File: src/rtl/pending_priority_encoder_pkg.sv
// Shared definitions for the pending priority encoder and its pick helper:
// priority mode constants, output slot state encoding and a clog2 helper.
package pending_priority_encoder_pkg;

   // Priority mode values for the MSB_FIRST parameter
   localparam bit MSB_FIRST_MODE = 1'b1;
   localparam bit LSB_FIRST_MODE = 1'b0;

   // Output slot state: EMPTY holds nothing, FULL holds an unconsumed index
   typedef enum logic {
      SLOT_EMPTY = 1'b0,
      SLOT_FULL  = 1'b1
   } slot_state_e;

   // Ceiling log2, usable in parameter/localparam expressions
   function automatic int clog2(input int value);
      int r;
      int v;
      r = 0;
      v = value - 1;
      while (v > 0) begin
         r = r + 1;
         v = v >> 1;
      end
      return r;
   endfunction

endpackage

File: src/rtl/pending_priority_encoder_pick.sv
// Purely combinational priority select over a pending vector. Returns the
// winning index, its one-hot mask and whether any bit is set. Kept free of
// state so later arbiters can reuse it.
module priority_pick
   import pending_priority_encoder_pkg::*;
#(
   parameter int N         = 8,
   parameter bit MSB_FIRST = MSB_FIRST_MODE,
   localparam int W        = clog2(N)
) (
   input  logic [N-1:0] pending,
   output logic [W-1:0] idx,
   output logic [N-1:0] onehot,
   output logic         any
);

   // Scan in rising or falling order so the last set bit seen is the winner
   always_comb begin
      idx    = '0;
      any    = 1'b0;
      onehot = '0;
      if (MSB_FIRST) begin
         for (int i = 0; i < N; i++) begin
            if (pending[i]) begin
               idx = W'(i);
               any = 1'b1;
            end
         end
      end else begin
         for (int i = N - 1; i >= 0; i--) begin
            if (pending[i]) begin
               idx = W'(i);
               any = 1'b1;
            end
         end
      end
      for (int j = 0; j < N; j++) begin
         onehot[j] = any && (W'(j) == idx);
      end
   end

endmodule

File: src/rtl/pending_priority_encoder.sv
// Registered request front end: request pulses set sticky pending bits, the
// highest-priority pending line is issued through a one-entry valid/ready
// slot and cleared from pending, and duplicate requests raise overflow.
//
// Handshake: out_valid=1 means out_idx holds an unconsumed index; an index is
// consumed at a clk edge where out_valid & out_ready. While out_valid is high
// and out_ready is low, out_idx and out_valid do not change. out_valid is a
// direct decode of the slot FSM state, so it doubles as its debug view.
module pending_priority_encoder
   import pending_priority_encoder_pkg::*;
#(
   parameter int N         = 8,
   parameter bit MSB_FIRST = MSB_FIRST_MODE,
   localparam int W        = clog2(N)
) (
   input  logic         clk,
   input  logic         rst,
   input  logic [N-1:0] req_in,
   input  logic         out_ready,
   output logic [W-1:0] out_idx,
   output logic         out_valid,
   output logic [N-1:0] pending,
   output logic         overflow
);

   slot_state_e  state_q, state_d;
   logic [N-1:0] pending_q, pending_d;
   logic [W-1:0] out_idx_q, out_idx_d;
   logic         overflow_q, overflow_d;

   logic [W-1:0] pick_idx;
   logic [N-1:0] pick_onehot;
   logic         pick_any;
   logic         slot_free;
   logic         issue;
   logic [N-1:0] clear_mask;

   // Pick only looks at registered pending bits; req_in never bypasses
   priority_pick #(
      .N         (N),
      .MSB_FIRST (MSB_FIRST)
   ) u_pick (
      .pending (pending_q),
      .idx     (pick_idx),
      .onehot  (pick_onehot),
      .any     (pick_any)
   );

   // Slot state register, async reset
   always_ff @(posedge clk or posedge rst) begin
      if (rst) begin
         state_q <= SLOT_EMPTY;
      end else begin
         state_q <= state_d;
      end
   end

   // Slot next state: refill whenever the slot frees, go empty if nothing pends
   always_comb begin
      state_d = state_q;
      if (slot_free) begin
         state_d = pick_any ? SLOT_FULL : SLOT_EMPTY;
      end
   end

   // Slot outputs
   always_comb begin
      out_valid = (state_q == SLOT_FULL);
   end

   // Issue decision, pending/overflow/index next values; set wins over clear
   always_comb begin
      slot_free  = (state_q == SLOT_EMPTY) || out_ready;
      issue      = slot_free && pick_any;
      clear_mask = issue ? pick_onehot : '0;
      pending_d  = (pending_q & ~clear_mask) | req_in;
      overflow_d = |(req_in & pending_q & ~clear_mask);
      out_idx_d  = issue ? pick_idx : out_idx_q;
   end

   // Datapath registers, async reset
   always_ff @(posedge clk or posedge rst) begin
      if (rst) begin
         pending_q  <= '0;
         out_idx_q  <= '0;
         overflow_q <= 1'b0;
      end else begin
         pending_q  <= pending_d;
         out_idx_q  <= out_idx_d;
         overflow_q <= overflow_d;
      end
   end

   assign out_idx  = out_idx_q;
   assign pending  = pending_q;
   assign overflow = overflow_q;

endmodule

File: config.mk
export PLATFORM = sky130hd
export DESIGN_NAME = pending_priority_encoder
export DESIGN_NICKNAME = d
export VERILOG_FILES = /design/src/rtl/pending_priority_encoder_pkg.sv /design/src/rtl/pending_priority_encoder_pick.sv /design/src/rtl/pending_priority_encoder.sv
export SDC_FILE = /design/constraint.sdc
export NUM_CORES = 1
export LEC_CHECK = 0
export BUFFER_PORTS_ARGS = -buffer_cell sky130_fd_sc_hd__buf_2
export CAP_MARGIN = 10
export CORE_MARGIN = 1.5
export CORE_UTILIZATION = 35
export CTS_BUF_LIST = sky130_fd_sc_hd__clkbuf_4 sky130_fd_sc_hd__clkbuf_8 sky130_fd_sc_hd__clkbuf_16
export DETAILED_ROUTE_END_ITERATION = 10
export PLACE_DENSITY_LB_ADDON = 0.25
export SLEW_MARGIN = 20
export SYNTH_ARGS = -nofsm -noshare
export SYNTH_HDL_FRONTEND = slang
export SYNTH_SLANG_ARGS = --single-unit
File: constraint.sdc
create_clock -name clk -period 1.33 [get_ports clk]
set_input_delay 0.266 -clock clk [delete_from_list [all_inputs] [get_ports clk]]
set_output_delay 0.266 -clock clk [all_outputs]
set_load 0.01 [all_outputs]
==> results of run 1 <==
## routing by layer
layer	track usage	vias up
met4	0.126	0
met1	0.246	308
met5	0	-
met3	0.0471	2
li1	-	340
met2	0.275	17
## synth_stat cells, types with 2 or more instances
cell type  count
a21o_1         4
a21oi_1        3
a31oi_1        3
dfrtp_1       13
inv_1          5
nand2_1       10
nand2b_1       3
nor2_1         3
nor3_1         2
o21ai_0        4
## placed cells by master, fill, tap and decap left out, types with 2 or more instances in the layout
master / n
a21o_1: 4
dfrtp_1: 12
buf_4: 17
a21oi_1: 2
a31oi_1: 3
nand2b_1: 3
inv_1: 5
o21ai_0: 2
nor3_1: 2
buf_2: 23
clkbuf_4: 4
nand2_1: 10
nor2_1: 3
o21ai_1: 2
## worst reg2reg max path: stages (launching register included)
cell     delay (ns)
dfrtp_2        0.43
or4_4          0.55
nor2_2         0.15
nand2_1        0.08
a21o_1         0.19
## area by class of cell
cell class | instances | area (µm²)
sequential | 13 | 327
fill | 160 | 756
tap | 25 | 31.3
clock buffer | 4 | 30.0
inverter | 5 | 18.8
timing repair buffer | 41 | 254
multi-input combinational | 48 | 329
## sequential cells by signal, indices dropped and copies added, names as in the netlist
register and flops:
overflow 1, pending 8, out_valid 1, out_idx 3
## metrics by stage
| stage | instance area (µm²) | hold WS [ns] | utilization | power, W | instances |
|---|---|---|---|---|---|
| global placement | 920 | 0.324 | 0.527 | 0.000532 | 131 |
| detailed placement | 920 | 0.324 | 0.527 | 0.000535 | 131 |
| finish | 990 | 0.00378 | 0.567 | 0.000806 | 136 |
| floorplan | 656 | 0.143 | - | 0.000474 | 68 |
| CTS | 961 | 0.0180 | 0.551 | 0.000808 | 135 |
| global route | 990 | 0.0388 | 0.567 | 0.000850 | 136 |
## worst max-delay path by stage
stage,from,depth (start not counted),slack [ns],end
after global routing,pending[5]$_DFF_PP0_,4,-0.22,overflow$_DFF_PP0_
after floorplan,pending[5]$_DFF_PP0_,4,-0.16,overflow$_DFF_PP0_
final,pending[5]$_DFF_PP0_,4,-0.18,pending[1]$_DFF_PP0_
after global placement,pending[5]$_DFF_PP0_,5,-0.12,overflow$_DFF_PP0_
after detailed placement,pending[5]$_DFF_PP0_,4,-0.17,overflow$_DFF_PP0_
after CTS,pending[5]$_DFF_PP0_,4,-0.18,overflow$_DFF_PP0_
## cell families after synthesis
| logic type | after synthesis |
|---|---|
| AND/OR/NAND/NOR | 24 |
| AO/OA/AOI/OAI | 24 |
| flip-flops | 13 |
| buffers and inverters | 7 |
## where the power goes
part | total, W | switching [W] | internal [W] | leakage (nW)
clock network | 0.000274 | 0.000137 | 0.000137 | 0.0184
logic | 0.000118 | 0.0000622 | 0.0000556 | 0.274
registers | 0.000415 | 0.00000866 | 0.000406 | 0.120
total | 0.000806 | 0.000208 | 0.000599 | 0.413
## repair_timing
item / CTS / global route
endpoints found under the hold margin: 0 / 0
pin swaps: 2 / 0
resized for setup: 2 / 6
cloned: 0 / 0
setup buffers: 0 / 1
endpoints found under the setup margin: 6 / 9
==> run metrics, run 1 <==
CP peak stage delay 0.55 ns; top sig layer met4; FFs w/ async S/R, synth 1.00; pin count of the biggest net entering global routing 14; largest family of logic cells by synthesized area compound AO/OA/AOI/OAI gates; status finished with violations; post-synthesis adder-cell area fraction 0; startpoint types flip-flop; critical path type reg -> reg; RSZ-0062 raised after global routing true; multiplexer area fraction after synthesis 0; FF-to-FF End pending[1]$_DFF_PP0_; H-tree Lvls 1; CP max-delay cell or4_4; R2R cell count 4; vias in the first global route 611; Yosys top cell area share 0.498; setup tns final -0.576 ns; Setup violations, final 5; starting density of the core 0.374; clock sinks 13; Synth Area in Compound Gates 0.261; Leak approximately 0.41 nW; CTS clk-pin slew, worst paths 0.09 ns; Net Count, Synth between 70 and 80; mapped cell area 653 µm²; Remaining DRCs 0; Die Ht 46.2 µm; initial antenna violation count 0; synthesized flop and latch total 13; PortBufs 23; CTS tree yes; io pins 24; CP Max Fanout 3; skew final 0.00545 ns; total CTS buffers 3; placeable core area 0.00175 mm²; failing checks setup timing; RD Place Congestion 0.823; Area Growth Syn to Fin 51.5%; gr ovfl total 0; XOR/XNOR Fraction of Synth Area 0; first-pass GRT wire length between 2000 and 3000 µm; Simple-Gate Fraction of Synth Area 0.199; Critical Path End Type flip-flop; Hold Crit Class in -> async; met2 wire length 819 µm; Worst R2R Setup Slack -0.18 ns; Final ANT Viol Nets 0; crit path time final ~1.5 ns; max cap viols 0; synthesized area per cell approximately 9.6 µm²; layout cell share with drive strength beyond 1 0.495; Synth cell types 28; Antenna diodes 0; Chip Width 46.2 µm; CP top delay family simple AND/OR/NAND/NOR gates; worst-skew pair later-pin latency 0.28 ns; final wirelength ~1800 µm; metal1 wirelength 882 µm; r2r startpoint pending[5]$_DFF_PP0_; Via Count 667; PwrDens about 810 mW/mm²; vias per cell 4.90; WP data arrival 1.68 ns; sequential area share after synthesis 0.498; CP cell instances or4_4 > nor2_2 > nand2_1 > a21o_1; Nets 123; Cells after Synth 68; Root Buffer clkbuf_4; met3 WL post-DR about 54 µm; Final Slew Violations 0; largest cells by area after synthesis dfrtp_1 (50%), nand2_1 (5.7%), a21o_1 (4.6%); deepest clock path buffer count 2; Final HPWL DP roughly 1300 µm; synth warn 0; ys flop type dfrtp_1; required time of the worst setup path around 1.5 ns; fin crit share 1.13; Yosys top cell by area dfrtp_1; Avg WL per Cell 13.1 µm; Initial DRC Count 9; Site Rows 15; number of synthesized flops with an enable pin 0; fmax approximately 0.66 GHz; CP bufs+invs 0; slew margin rel. 0.652; actual slew at the worst max-slew pin 0.522 ns; Placement Setup Slack -0.172 ns; Hold Vio Cnt, Final 0; Post-CTS Hold Buffers 0; GRT Overall Usage 0.190; Peak VDD IR approximately 0.00066 V; die area 0.00213 mm²; DRT Pass-1 Iters 4; Setup WS post-layout -0.178 ns
Note: power is estimated with default switching activity, not from simulation.
==> inputs of run 2 (changes only) <==
GPL_TIMING_DRIVEN = 0   (was not set)
==> run metrics, run 2 (synthesis gave the netlist of run 1 again) <==
Avg WL per Cell 12.4 µm (-5.0%); Nets 109 (-11%); startpoint types flip-flop; GRT Overall Usage 0.157 (-0.0321); first-pass GRT wire length 2290 µm (-16%); placeable core area 0.00175 mm² (unchanged); clock sinks 13 (unchanged); initial antenna violation count 0 (unchanged); slew margin rel. 0.662 (+0.00969); Setup WS post-layout -0.170 ns (+0.00764 ns); vias per cell 5.07 (+3.3%); DRT Pass-1 Iters 4 (unchanged); Hold Vio Cnt, Final 0 (unchanged); commonest non-fill, non-tap cell in the layout buf_2; actual slew at the worst max-slew pin 0.507 ns (-0.0145 ns); Root Buffer clkbuf_4; PwrDens 870 mW/mm² (+6.8%); Hold Worst Slack 0.00161 ns (-0.00216 ns); crit path time final 1.50 ns (-0.00764 ns); FF-to-FF End pending[1]$_DFF_PP0_; Final HPWL DP 1030 µm (-20%); die area 0.00213 mm² (unchanged); fin crit share 1.13 (-0.00574); RD Place Congestion 0.815 (-0.88%); H-tree Lvls 1 (unchanged); status finished with violations; vias in the first global route 509 (-17%); Die Ht 46.2 µm (unchanged); WP data arrival 1.67 ns (about the same); Site Rows 15 (unchanged); RSZ-0062 raised after global routing true; final wirelength 1520 µm (-15%); failing checks setup timing; CP Max Fanout 3 (unchanged); required time of the worst setup path 1.50 ns (about the same); Antenna diodes 0 (unchanged); max cap viols 0 (unchanged); metal1 wirelength 689 µm (-22%); Util after Layout 0.510 (-0.0573); skew final 0.00553 ns (+0.0000815 ns); top sig layer met4; Area Growth Syn to Fin 36.2%; Area after DPL 802 µm² (-13%); Leak 0.366 nW (-11%); Hold Crit Class in -> async; Peak VDD IR 0.000507 V (-23%); r2r startpoint pending[5]$_DFF_PP0_; max FFs per register 8 (unchanged); starting density of the core 0.374 (unchanged); CTS tree yes; Critical Path End Type flip-flop; Final ANT Viol Nets 0 (unchanged); Setup violations, final 3 (-2); setup tns final -0.486 ns (+0.0894 ns); Worst R2R Setup Slack -0.17 ns (about the same); Chip Width 46.2 µm (unchanged); met2 wire length 729 µm (-11%); Placement Setup Slack -0.279 ns (-0.108 ns); CTS clk-pin slew, worst paths 0.08 ns (about the same); CP endpoint pending[1]$_DFF_PP0_; deepest clock path buffer count 2 (unchanged); gr ovfl total 0 (unchanged); worst-skew pair later-pin latency 0.28 ns (about the same); pin count of the biggest net entering global routing 14 (unchanged); Initial DRC Count 6 (-3); Remaining DRCs 0 (unchanged); R2R cell count 4 (unchanged); Via Count 618 (-7.3%); met3 WL post-DR 80 µm (+48%); Final Slew Violations 0 (unchanged); post-route cell area 890 µm² (-10%); crit path from pending[5]$_DFF_PP0_; PortBufs 23 (unchanged); fmax 0.667 GHz (+0.51%); io pins 24 (unchanged); most frequent cells in the layout buf_2 (24), nand2_1 (10), dfrtp_1 (8); Post-CTS Hold Buffers 0 (unchanged); total CTS buffers 3 (unchanged); critical path type reg -> reg; layout cell share with drive strength beyond 1 0.454 (-0.0419)
## run 2: changes by cell type in the layout (fill, tap and decap cells not counted), sizes merged
cell	change
buf	-14
## run 2: report_power, final
part           internal [W]  switching (W)
Clock              0.000137       0.000128
Sequential         0.000407      0.0000161
Combinational     0.0000384      0.0000481
Total              0.000582       0.000192
## run 2: critical path, cell delays in order, from the launching register on
cell and delay (ns):
dfrtp_2 0.44, or4_4 0.56, nor2_2 0.15, nand2_1 0.08, a21o_1 0.18
## run 2: timing repair
action,4_1_cts,5_1_grt
pin swaps,1,1
hold endpoints to repair,0,0
endpoints found under the setup margin,8,7
resized for setup,8,3
setup buffers,3,0
## run 2: worst min-delay path by stage
stage          start  depth (start not counted)  slack [ns]                endpoint
3_3_place_gp     rst                          2        0.31  out_idx[2]$_DFFE_PP0N_
4_1_cts          rst                          2        0.01    pending[0]$_DFF_PP0_
2_1_floorplan    rst                          1        0.14  out_idx[0]$_DFFE_PP0N_
5_1_grt          rst                          2        0.03   out_valid$_DFFE_PP0N_
6_report         rst                          2       0.002      overflow$_DFF_PP0_
3_5_place_dp     rst                          2        0.32  out_idx[2]$_DFFE_PP0N_
## run 2: layout make-up
| type | count | area, µm² |
|---|---|---|
| Buffer | 1 | 5.00 |
| Sequential cell | 13 | 332 |
| Tap cell | 25 | 31.3 |
| Timing Repair Buffer | 26 | 138 |
| Multi-Input combinational cell | 48 | 335 |
| Fill cell | 184 | 856 |
| Clock buffer | 4 | 30.0 |
| Inverter | 5 | 18.8 |
## run 2: per-layer routing
metal / global-route usage / vias to the layer above
li1: - / 307
met4: 0.0514 / 0
met1: 0.213 / 290
met2: 0.222 / 19
met5: 0 / -
met3: 0.0706 / 2
## run 2: metrics by stage
stage               power, W  instances
floorplan           0.000474         68
global placement    0.000512        116
detailed placement  0.000513        116
CTS                 0.000785        122
global route        0.000826        122
finish              0.000774        122
==> inputs of run 3 (changes only) <==
CTS_BUF_LIST = not set   (was sky130_fd_sc_hd__clkbuf_4 sky130_fd_sc_hd__clkbuf_8 sky130_fd_sc_hd__clkbuf_16)
==> run metrics, run 3 (synthesis gave the netlist of run 1 again) <==
Area Growth Syn to Fin 34.5%; skew final 0.00602 ns (+0.000494 ns); placeable core area 0.00175 mm² (unchanged); Critical Path End Type flip-flop; H-tree Lvls 1 (unchanged); clock sinks 13 (unchanged); die area 0.00213 mm² (unchanged); PortBufs 23 (unchanged); Placement Setup Slack -0.279 ns (unchanged); multi-input logic area 328 µm² (-2.2%); required time of the worst setup path 1.49 ns (about the same); most frequent cells in the layout buf_2 (24), nand2_1 (10), dfrtp_1 (8); setup tns final -0.479 ns (+0.00717 ns); startpoint types flip-flop; Final Slew Violations 0 (unchanged); Final ANT Viol Nets 0 (unchanged); Initial DRC Count 5 (-1); Site Rows 15 (unchanged); Worst R2R Setup Slack -0.17 ns (about the same); PwrDens 860 mW/mm² (-1.2%); Root Buffer clkbuf_4; layout cell share with drive strength beyond 1 0.433 (-0.0206); Fillers 183 (-0.54%); CTS clk-pin slew, worst paths 0.08 ns (about the same); Remaining DRCs 0 (unchanged); fmax 0.666 GHz (-0.11%); first-pass GRT wire length 2290 µm (unchanged); Die Ht 46.2 µm (unchanged); WP data arrival 1.66 ns (about the same); Antenna diodes 0 (unchanged); actual slew at the worst max-slew pin 0.506 ns (-0.000839 ns); Peak VDD IR 0.000509 V (+0.37%); Nets 109 (unchanged); pin count of the biggest net entering global routing 14 (unchanged); starting density of the core 0.374 (unchanged); max FFs per register 8 (unchanged); Util after Layout 0.503 (-0.00645); CP Max Fanout 3 (unchanged); io pins 24 (unchanged); Area after DPL 802 µm² (unchanged); FF/Latch Area 332 µm² (unchanged); RD Place Congestion 0.815 (unchanged); CTS tree yes; Hold Worst Slack -0.00345 ns (-0.00506 ns); Hold Vio Cnt, Final 7 (+7); post-route cell area 878 µm² (-1.3%); GRT Overall Usage 0.157 (unchanged); Via Count 623 (+0.81%); total CTS buffers 3 (unchanged); gr ovfl total 0 (unchanged); R2R cell count 4 (unchanged); fin crit share 1.13 (+0.00130); vias per cell 5.11 (+0.81%); RSZ-0062 raised after global routing true; Post-CTS Hold Buffers 0 (unchanged); DRT Pass-1 Iters 4 (unchanged); Setup violations, final 3 (unchanged); r2r startpoint pending[5]$_DFF_PP0_; status finished with violations; Setup WS post-layout -0.172 ns (-0.00173 ns); Chip Width 46.2 µm (unchanged); final wirelength 1470 µm (-3.3%); max cap viols 0 (unchanged); slew margin rel. 0.662 (about the same); worst-skew pair later-pin latency 0.28 ns (about the same); initial antenna violation count 0 (unchanged); Avg WL per Cell 12.0 µm (-3.3%); deepest clock path buffer count 2 (unchanged); Hold Crit Class in -> async; failing checks hold timing, setup timing; critical path type reg -> reg; vias in the first global route 509 (unchanged); Final HPWL DP 1030 µm (unchanged); crit path time final 1.50 ns (+0.00172 ns); FF-to-FF End overflow$_DFF_PP0_; Leak 0.356 nW (-2.5%); commonest non-fill, non-tap cell in the layout buf_2
-- run 3: cell counts in the layout (fill, tap and decap cells not counted) --
No cell type changed its count.
-- run 3: metal layers --
| metal | up-vias | part of all wire | GRT usage |
|---|---|---|---|
| met3 | 4 | 0.062 | 0.0706 |
| met4 | 0 | 0.016 | 0.0514 |
| met1 | 296 | 0.46 | 0.213 |
| met2 | 16 | 0.46 | 0.222 |
| met5 | - | 0 | 0 |
| li1 | 307 | - | - |
-- run 3: metrics by stage --
stage	cells	power, W
after floorplan	68	0.000474
after global placement	116	0.000512
after detailed placement	116	0.000513
after CTS	122	0.000765
after global routing	122	0.000804
final	122	0.000755
-- run 3: how the worst max path moves through the flow --
stage / from / end / slack, ns / depth (start not counted)
global placement: pending[5]$_DFF_PP0_ / overflow$_DFF_PP0_ / -0.32 / 4
detailed placement: pending[5]$_DFF_PP0_ / overflow$_DFF_PP0_ / -0.28 / 4
finish: pending[5]$_DFF_PP0_ / overflow$_DFF_PP0_ / -0.17 / 4
floorplan: pending[5]$_DFF_PP0_ / overflow$_DFF_PP0_ / -0.16 / 4
global route: pending[5]$_DFF_PP0_ / overflow$_DFF_PP0_ / -0.24 / 4
CTS: pending[5]$_DFF_PP0_ / pending[1]$_DFF_PP0_ / -0.17 / 4
-- run 3: power breakdown --
group	switching [W]	leakage (nW)	internal [W]
logic	0.0000472	0.223	0.0000384
clock network	0.000131	0.0150	0.000117
registers	0.0000152	0.118	0.000407
-- run 3: area by class of cell --
cell class                      count  area share
Multi-Input combinational cell     48       0.373
Tap cell                           25      0.0356
Sequential cell                    13       0.377
Timing Repair Buffer               26       0.157
Buffer                              1     0.00570
Clock buffer                        4      0.0299
Inverter                            5      0.0214
-- run 3: what timing repair did --
action / in CTS / in global routing
gates resized for setup: 8 / 2
endpoints found under the setup margin: 8 / 7
setup buffers: 3 / 0
pin swaps: 1 / 1
-- run 3: critical path: stages, from the launching register on --
cell      delay [ns]
dfrtp_2         0.44
or4_4           0.56
nor3_2          0.11
o221a_1         0.20
o211ai_1        0.08
